==> src/rtl/vedic_mult_arbiter.sv <==
// vedic_mult_arbiter: round-robin front end that shares a single combinational
// 8x8 Vedic multiplier between NUM_REQ requesters (2..4).
// Each request is a valid/ready channel. The single response is registered and
// tagged with the requester index.
// Optional feature macro: VEDIC_ARB_ZERO_BYPASS_EN
//   When defined, a request with a zero operand skips CALC.
//   Its zero response appears one cycle after the handshake.

// 2x2 Vedic block: vertical and crosswise partial products merged with half adders
module vedic_mult_2x2 (
  input  logic [1:0] a,
  input  logic [1:0] b,
  output logic [3:0] p
);
  logic cross0, cross1, carry1, top;

  assign cross0 = a[1] & b[0];
  assign cross1 = a[0] & b[1];
  assign carry1 = cross0 & cross1;
  assign top    = a[1] & b[1];
  assign p[0]   = a[0] & b[0];
  assign p[1]   = cross0 ^ cross1;
  assign p[2]   = top ^ carry1;
  assign p[3]   = top & carry1;
endmodule

// 4x4 Vedic block built from four 2x2 blocks
module vedic_mult_4x4 (
  input  logic [3:0] a,
  input  logic [3:0] b,
  output logic [7:0] p
);
  logic [3:0] q0, q1, q2, q3;
  logic [5:0] mid;
  logic [3:0] hi;

  vedic_mult_2x2 u_q0 (.a(a[1:0]), .b(b[1:0]), .p(q0));
  vedic_mult_2x2 u_q1 (.a(a[3:2]), .b(b[1:0]), .p(q1));
  vedic_mult_2x2 u_q2 (.a(a[1:0]), .b(b[3:2]), .p(q2));
  vedic_mult_2x2 u_q3 (.a(a[3:2]), .b(b[3:2]), .p(q3));

  assign mid = {2'b00, q1} + {2'b00, q2} + {4'b0000, q0[3:2]};
  assign hi  = q3 + mid[5:2];
  assign p   = {hi, mid[1:0], q0[1:0]};
endmodule

// 8x8 Vedic multiplier built from four 4x4 blocks, full 16-bit unsigned product
module vedicmult_8bit (
  input  logic [7:0]  a,
  input  logic [7:0]  b,
  output logic [15:0] p
);
  logic [7:0] q0, q1, q2, q3;
  logic [9:0] mid;
  logic [7:0] hi;

  vedic_mult_4x4 u_q0 (.a(a[3:0]), .b(b[3:0]), .p(q0));
  vedic_mult_4x4 u_q1 (.a(a[7:4]), .b(b[3:0]), .p(q1));
  vedic_mult_4x4 u_q2 (.a(a[3:0]), .b(b[7:4]), .p(q2));
  vedic_mult_4x4 u_q3 (.a(a[7:4]), .b(b[7:4]), .p(q3));

  assign mid = {2'b00, q1} + {2'b00, q2} + {6'b000000, q0[7:4]};
  assign hi  = q3 + {2'b00, mid[9:4]};
  assign p   = {hi, mid[3:0], q0[3:0]};
endmodule

module vedic_mult_arbiter #(
  parameter int NUM_REQ = 2,
  parameter int DATA_W  = 8
) (
  input  logic                      clk,
  input  logic                      rst,
  input  logic [NUM_REQ-1:0]        req_valid,
  output logic [NUM_REQ-1:0]        req_ready,
  input  logic [NUM_REQ*DATA_W-1:0] req_a,
  input  logic [NUM_REQ*DATA_W-1:0] req_b,
  output logic                      rsp_valid,
  input  logic                      rsp_ready,
  output logic [2*DATA_W-1:0]       rsp_data,
  output logic [1:0]                rsp_id
);

  typedef enum logic [1:0] {IDLE, CALC, RESP} state_t;

  state_t              state, next_state;
  logic [DATA_W-1:0]   op_a, op_b;
  logic [DATA_W-1:0]   sel_a, sel_b;
  logic [1:0]          id, last_grant, grant, cand;
  logic                grant_found, accept, zero_op;
  logic [2*DATA_W-1:0] product;

  // The multiplier only ever sees the latched operands
  vedicmult_8bit u_mult (.a(op_a), .b(op_b), .p(product));

  // Round-robin search starting just after last_grant; descending loop so the nearest candidate wins
  always_comb begin
    grant       = '0;
    grant_found = 1'b0;
    cand        = '0;
    for (int i = NUM_REQ; i >= 1; i--) begin
      cand = 2'((int'(last_grant) + i) % NUM_REQ);
      if (|(req_valid & (NUM_REQ'(1) << cand))) begin
        grant       = cand;
        grant_found = 1'b1;
      end
    end
  end

  assign sel_a   = req_a[int'(grant)*DATA_W +: DATA_W];
  assign sel_b   = req_b[int'(grant)*DATA_W +: DATA_W];
  assign zero_op = (sel_a == '0) || (sel_b == '0);
  assign accept  = (state == IDLE) && grant_found;

  // State register with synchronous reset taking priority over any handshake
  always_ff @(posedge clk) begin
    if (rst) state <= IDLE;
    else     state <= next_state;
  end

  // Next-state logic for the IDLE -> CALC -> RESP -> IDLE sequence
  always_comb begin
    next_state = state;
    case (state)
      IDLE: begin
        if (accept) begin
`ifdef VEDIC_ARB_ZERO_BYPASS_EN
          next_state = zero_op ? RESP : CALC;
`else
          next_state = CALC;
`endif
        end
      end
      CALC:    next_state = RESP;
      RESP:    if (rsp_ready) next_state = IDLE;
      default: next_state = IDLE;
    endcase
  end

  // Only the granted requester sees ready, and only while idle
  always_comb begin
    req_ready = '0;
    if (accept) req_ready = NUM_REQ'(1) << grant;
  end

  // Operand latch, round-robin pointer and the registered response channel
  always_ff @(posedge clk) begin
    if (rst) begin
      op_a       <= '0;
      op_b       <= '0;
      id         <= '0;
      last_grant <= 2'(NUM_REQ - 1);
      rsp_valid  <= 1'b0;
      rsp_data   <= '0;
      rsp_id     <= '0;
    end else begin
      case (state)
        IDLE: begin
          if (accept) begin
            op_a       <= sel_a;
            op_b       <= sel_b;
            id         <= grant;
            last_grant <= grant;
`ifdef VEDIC_ARB_ZERO_BYPASS_EN
            if (zero_op) begin
              rsp_valid <= 1'b1;
              rsp_data  <= '0;
              rsp_id    <= grant;
            end
`endif
          end
        end
        CALC: begin
          rsp_data  <= product;
          rsp_id    <= id;
          rsp_valid <= 1'b1;
        end
        RESP: begin
          if (rsp_ready) rsp_valid <= 1'b0;
        end
        default: begin
          rsp_valid <= 1'b0;
        end
      endcase
    end
  end

endmodule
==> config.mk <==
export PLATFORM = sky130hd
export DESIGN_NAME = vedic_mult_arbiter
export DESIGN_NICKNAME = d
export VERILOG_FILES = /design/src/rtl/vedic_mult_arbiter.sv
export SDC_FILE = /design/constraint.sdc
export NUM_CORES = 1
export LEC_CHECK = 0
export CAP_MARGIN = 10
export CORE_ASPECT_RATIO = 1.1
export CORE_UTILIZATION = 55
export CTS_CLUSTER_SIZE = 30
export DETAILED_ROUTE_END_ITERATION = 16
export GPL_TIMING_DRIVEN = 0
export PLACE_DENSITY = 0.8
export SYNTH_ARGS = -nofsm -noshare
export SYNTH_HDL_FRONTEND = slang
export SYNTH_SLANG_ARGS = --single-unit
==> constraint.sdc <==
create_clock -name clk -period 7.8 [get_ports clk]
set_clock_uncertainty 0.2 [all_clocks]
set_input_delay 1.17 -clock clk [delete_from_list [all_inputs] [get_ports clk]]
set_output_delay 1.17 -clock clk [all_outputs]
set_load 0.005 [all_outputs]
# After elaboration in Yosys (flattened, before gate mapping)
# Cells that the tools add are included.
# word_totals
register_bits	40
inputBits	37
elab_cells	184
# classes
add_sub_neg	17
n_eq_ne	4
shift	5
muxes	10
bitwise	133
n_reduce_logical	7
# ops
operator	count
AND 1 bit	96
variable part select 16 x 6 -> 8 bit	2
bitwise XOR 1 bit	32
adder 5 x 2 -> 6 bit	4
adder 4 x 4 -> 5 bit	4
adder 4 bit	4
adder 10 x 4 -> 10 bit	1
two-way mux 2 bit	5
adder 8 x 8 -> 9 bit	1
adder 8 x 6 -> 8 bit	1
one-hot mux 2 bit (3 select lines)	1
AND reduction 2 bit	3
<< shifter 1 x 2 -> 2 bit, first input constant	3
AND 2 bit	2
!= test 2 bit, second input constant	2
OR reduction 2 bit	2
two-way mux 1 bit	3
one-hot mux 1 bit (3 select lines)	1
adder 1 bit, second input constant	2
AND 1 bit, first input constant	2
equality test 2 x 1 -> 1 bit, second input constant	1
equality test 2 bit, second input constant	1
zero test 2 bit	1
logical AND 1 bit	1
inverter 1 bit	1

# Depth between registers and ports, before layout
# logic_depth
word_depth	10
mapped_depth	26
mapped_depth_nobuf	26

# Cells and area by module
# Synthesis repeated with hierarchy kept, for this count alone.
# unflattened
cells_unflattened	527
area_unflattened_um2	4688.2
# modules_own_cells
mod	instances	cells_per_inst	area_per_inst_um2	seq_area_each_um2
vedic_mult_arbiter	1	194	1666.6	760.7
vedic_mult_2x2	16	6	50.0	0.0
vedicmult_8bit	1	89	765.7	0.0
vedic_mult_4x4 at u_mult.u_q0 ...	2	37	362.8	0.0
vedic_mult_4x4 at u_mult.u_q3	1	37	367.9	0.0
vedic_mult_4x4 at u_mult.u_q2	1	37	361.6	0.0

# Worst setup path after synthesis
# No wires, ideal clock.
# synth_timing
path_kind	flip-flop to flip-flop
from	reg op_a[1]
to	reg rsp_data[14]
setup_ns	0.091
t_arrival_ns	5.344
t_required_ns	7.509
path_slack_ns	2.166
path_stages_with_launch	22
period_less_slack_ns	5.634
path_cell_list	dfxtp_1 > and2_1 > ha_1 > ha_1 > fa_1 > ha_1 > fa_1 > xor2_1 > ha_1 > a21o_1 > a21oi_1 > xnor2_1 > ha_1 > a21oi_1 > or3b_1 > a211o_1 > o211ai_2 > ha_1 > a21boi_0 > o21a_1 > or3_1 > a311oi_1
# synth_between
elab_chain_len	9
# synth_rtl
item	line	source
from (decl)	86	logic [DATA_W-1:0] op_a, op_b;
from (signal assigned)	159	op_a <= sel_a;
AND 1 bit	17	assign cross0 = a[1] & b[0];
AND 1 bit	19	assign carry1 = cross0 & cross1;
bitwise XOR 1 bit or AND 1 bit (tied branches)	23, 24	
adder 4 x 4 -> 5 bit	42	assign mid = {2'b00, q1} + {2'b00, q2} + {4'b0000, q0[3:2]};
adder 5 x 2 -> 6 bit	42	
adder 4 bit	43	assign hi = q3 + mid[5:2];
adder 8 x 8 -> 9 bit	62	assign mid = {2'b00, q1} + {2'b00, q2} + {6'b000000, q0[7:4]};
adder 10 x 4 -> 10 bit *	62	
adder 8 x 6 -> 8 bit *	63	assign hi = q3 + {2'b00, mid[9:4]};
to (signal assigned)	173	rsp_data <= product;
to (decl)	79	output logic [2*DATA_W-1:0] rsp_data,
# Mark *: on every way between the ends. The rest lies on a longest branch, timed or not.
# A chain may end at the register's enable or synchronous reset.

# Final worst setup path
# layout_timing
from	reg op_b[0]
to	reg rsp_data[14]
# layout_between
elab_chain_len	9
# layout_rtl
item	line	source
from (decl)	86	
from (signal assigned)	160	op_b <= sel_b;
AND 1 bit	17	
AND 1 bit	19	
bitwise XOR 1 bit or AND 1 bit (tied branches)	23, 24	
adder 4 x 4 -> 5 bit	42	
adder 5 x 2 -> 6 bit	42	
adder 4 bit	43	
adder 8 x 8 -> 9 bit	62	
adder 10 x 4 -> 10 bit *	62	
adder 8 x 6 -> 8 bit *	63	
# Marked as above.

==> summary.md <==
| Metric | Value |
|---|---|
| Max-Cap Viols | 0 |
| CTS Sinks | 38 |
| Status | finished, violations left |
| HPWL Detailed | around 8.0 mm |
| Post-synthesis cell area | around 0.004 mm2 |
| Routed vias | between 3,000 and 4,000 |
| Pwr Density | ~120 mW/mm2 |
| Setup Buffers After CTS | 0 |
| Total CTS buffers | 5 |
| Max transition margin | 60.01% |
| Hold Path Origin | rsp_data[3]$_SDFFE_PP0P_ |
| Post-synth EDFFs | 0 |
| First-pass GRT wire length | approximately 17 mm |
| GP Congestion | about 0.85 |
| Max FO, Critical Path | 9 |
| Critical Path Slowest Stage Cell | dfxtp_1 |
| Post-place setup slack | between 1.5 and 2 ns |
| X dimension of the die | 83.86 um |
| Slew @ Worst Pin | between 0.5 and 0.6 ns |
| RR Endpoint | rsp_data[14]$_SDFFE_PP0P_ |
| Inserted Diodes | 0 |
| Clk buf depth | 2 |
| CP Data Required Time | a little under 8 ns |
| Number of nets in the layout | approximately 660 |
| Worst-skew pair later-pin latency | between 0.2 and 0.3 ns |
| IO Count | between 50 and 60 |
| Reg clk slew, reported paths | about 0.080 ns |
| H-tree depth | 2 |
| Vias in the first global route | roughly 3,600 |
| Failing checks | DRC |
| Flop-to-flop setup slack | roughly 1.6 ns |
| Post-CTS sizing | 0 |
| Final Critical Period | around 6.2 ns |
| Hold crit path type | flip-flop to flip-flop |
| Initial antenna violation count | 0 |
| Hold path cells | 2 |
| Cell variety after synth | between 40 and 50 |
| Final Cycle Share | between 70% and 80% |
| Num rows | 32 |
| Reg2Reg Depth | 24 |
| CP Launch Type | flip-flop |
| Gr ovfl total | 0 |
| CTS tree | yes |
| Post-route DRC | 2 |
| Most used flip-flop cell after synthesis | dfxtp_1 |
| Worst path buffer plus inverter count | 3 |
| #FFs+latches synth | 38 |
| Setup WS post-layout | 1.612 ns |
| Detailed router's first-iteration violation count | about 190 |
| Worst path cell trace | and2_1 -> ha_1 -> ha_1 -> inv_1 -> fa_1 -> inv_1 -> ha_1 -> fa_1 -> ha_1 -> fa_1 -> inv_1 -> fa_1 -> nor2b_1 -> o21ai_0 -> nand2b_1 -> nand3_2 -> xnor2_1 -> ha_1 -> nor2b_4 -> o21ai_0 -> a21boi_0 -> o21a_1 -> or3_1 -> a311oi_1 |
| Syn_nets | between 500 and 600 |
| Hold EP | rsp_data[3]$_SDFFE_PP0P_ |
| DIE HEIGHT | around 90 um |
| Starting density of the core | 57.20% |
| Count of endpoints failing setup in the final report | 0 |
| Leakage | between 0.002 and 0.003 uW |
| Register area | 760.7 um2 |
| IR drop worst, VDD | roughly 0.00012 V |
| Initial DRT Pass Iterations | 12 |
| Most used cell, CP | ha_1 |
| Fin. Hold Viols | 0 |
| Mean post-synth cell area | around 9 um2 |
| Seq/Total Area, Yosys | about a fifth |
| Max Slew Vio Count | 0 |
| Port bufs | 55 |
| CP Class | flip-flop to flip-flop |
| Fmax | roughly 160 MHz |
| Ys Warns | 0 |
| Pin count of the biggest net entering global routing | 12 |
| Via density per instance | 5.777 |
| Fillers | 570 |
| Share of cells above drive strength 1 | 3.482% |
| RSZ-0062 raised after global routing | no |
| Synth Instances | between 400 and 500 |
| Fin Setup TNS | 0 ns |
| Area growth syn-to-layout | 18.98% |
| CP Data Arrival Time | around 6.2 ns |
| R2r startpoint | op_b[0]$_SDFFE_PP0P_ |
| Die footprint | 0.007718 mm2 |
| Routed Antenna Nets | 0 |
| Routed WL | 9.817 mm |
| Top delay family on crit path | adder cells |
| Per-cell routed wire length | around 16 um |
| Area of the multi-input gates | approximately 0.0031 mm2 |
| CTS root buf | clkbuf_8 |
| CTS Hold Bufs | 0 |
| Core area | between 0.007 and 0.008 mm2 |
| Crit-path max cell delay | 0.55 ns |
| GRT Util Overall | between 20% and 30% |
| CP endpoint kind | flip-flop |
| Ys async rst share | 0% |
[cells in the mapped netlist, types with 2 or more instances]
| cell type | number | area, um2 |
|---|---|---|
| or4_1 | 2 | 15.01 |
| and2_1 | 57 | 356.6 |
| dfxtp_1 | 38 | 760.7 |
| inv_1 | 31 | 116.4 |
| o21a_1 | 2 | 15.01 |
| a211o_1 | 2 | 17.52 |
| nand3b_1 | 2 | 15.01 |
| nand2_1 | 30 | 112.6 |
| nor2_1 | 33 | 123.9 |
| xnor2_1 | 18 | 157.7 |
| a21o_1 | 14 | 105.1 |
| fa_1 | 19 | 380.4 |
| nand3_1 | 6 | 30.03 |
| ha_1 | 82 | 1026 |
| xor2_1 | 13 | 113.9 |
| a211oi_1 | 2 | 15.01 |
| nor2b_1 | 4 | 25.02 |
| nand2b_1 | 3 | 18.77 |
| a222oi_1 | 16 | 160.2 |
| o31ai_1 | 2 | 15.01 |
| nor3_1 | 3 | 15.01 |
| a21oi_1 | 32 | 160.2 |
| clkbuf_1 | 12 | 45.04 |
| o21ai_0 | 10 | 50.05 |
[layer usage]
metal | up-vias | GRT usage (%) | routed length (um)
met3 | 17 | 5.581 | 549
met5 | - | 0 | 0
met4 | 0 | 8.333 | 231
li1 | 1698 | - | -
met1 | 1647 | 30.74 | 3968
met2 | 116 | 51.71 | 5067
[cell usage in the layout, fill, tap and decap left out, drive strengths merged, types with 2 or more instances in the layout]
master         instances
nor2                  33
dfxtp                 38
o21ai                 11
buf                    3
ha                    82
xor2                  14
nand3                  7
xnor2                 18
nand2                 31
clkbuf                18
a21o                  15
nor2b                  5
inv                   31
or4                    2
a222oi                16
nand3b                 2
nor3                   3
a211o                  2
and2                  57
nand2b                 3
o21a                   2
o31ai                  3
a211oi                 3
fa                    19
clkdlybuf4s50         55
a21oi                 33
[how the worst max path moves through the flow]
stage	start	to	slack, ns	depth (start not counted)
2_1_floorplan	op_a[1]$_SDFFE_PP0P_	rsp_data[14]$_SDFFE_PP0P_	2.17	21
3_3_place_gp	op_b[0]$_SDFFE_PP0P_	rsp_data[14]$_SDFFE_PP0P_	1.74	24
3_5_place_dp	op_b[4]$_SDFFE_PP0P_	rsp_data[14]$_SDFFE_PP0P_	1.59	21
4_1_cts	op_b[0]$_SDFFE_PP0P_	rsp_data[14]$_SDFFE_PP0P_	1.59	24
5_1_grt	op_b[0]$_SDFFE_PP0P_	rsp_data[14]$_SDFFE_PP0P_	1.21	24
6_report	op_b[0]$_SDFFE_PP0P_	rsp_data[14]$_SDFFE_PP0P_	1.61	24
[stage by stage]
step           cells  util (%)  hold slack, ns  power (uW)  instance area, um2
3_3_place_gp     595     66.47          0.2452       391.2                4711
3_5_place_dp     595     66.47          0.2580       397.3                4711
5_1_grt          602     68.06          0.2859       592.9                4823
2_1_floorplan    455         -          0.2322       327.6                4054
4_1_cts          602     68.06          0.2685       564.5                4823
6_report         602     68.06          0.2691       565.1                4823
[cells by family (layout without fill, tap and decap cells)]
group | Yosys count | in the layout | share of synthesized area (%)
simple gates | 148 | 148 | 19.23
other cells | 1 | 1 | 0.09250
xor+xnor | 32 | 32 | 7.099
flops | 38 | 38 | 18.77
buf+inv | 46 | 108 | 4.382
compound gates | 89 | 89 | 15.74
fa+ha+maj | 101 | 101 | 34.69
[state kept, by name, summed over array words and instances (netlist names)]
| name | count |
|---|---|
| op_a | 8 |
| op_b | 8 |
| state | 2 |
| rsp_valid | 1 |
| rsp_id | 1 |
| last_grant | 1 |
| rsp_data | 16 |
| id | 1 |
[report_power, final]
group	total, uW	internal [uW]	switching [uW]	leakage [uW]
registers	238	209	28.8	0.000311
logic	156	77.3	79.1	0.00218
clock network	171	102	68.2	0.0000573
total	565	389	176	0.00255
[worst min-delay path, delay by kind of cell, from the launching register on]
kind	cells	cell delay, ns
AO/OA/AOI/OAI	1	0.05
flip-flops	1	0.32
AND/OR/NAND/NOR	1	0.05
[final cells by class]
type	instances	area share, %
Multi-Input combinational cell	371	64.59
Sequential cell	38	15.77
Timing Repair Buffer	55	11.41
Inverter	31	2.412
Tap cell	85	2.205
Clock buffer	6	1.712
Buffer	15	1.271
Clock inverter	1	0.6226
Note: power is estimated with default switching activity, not from simulation.
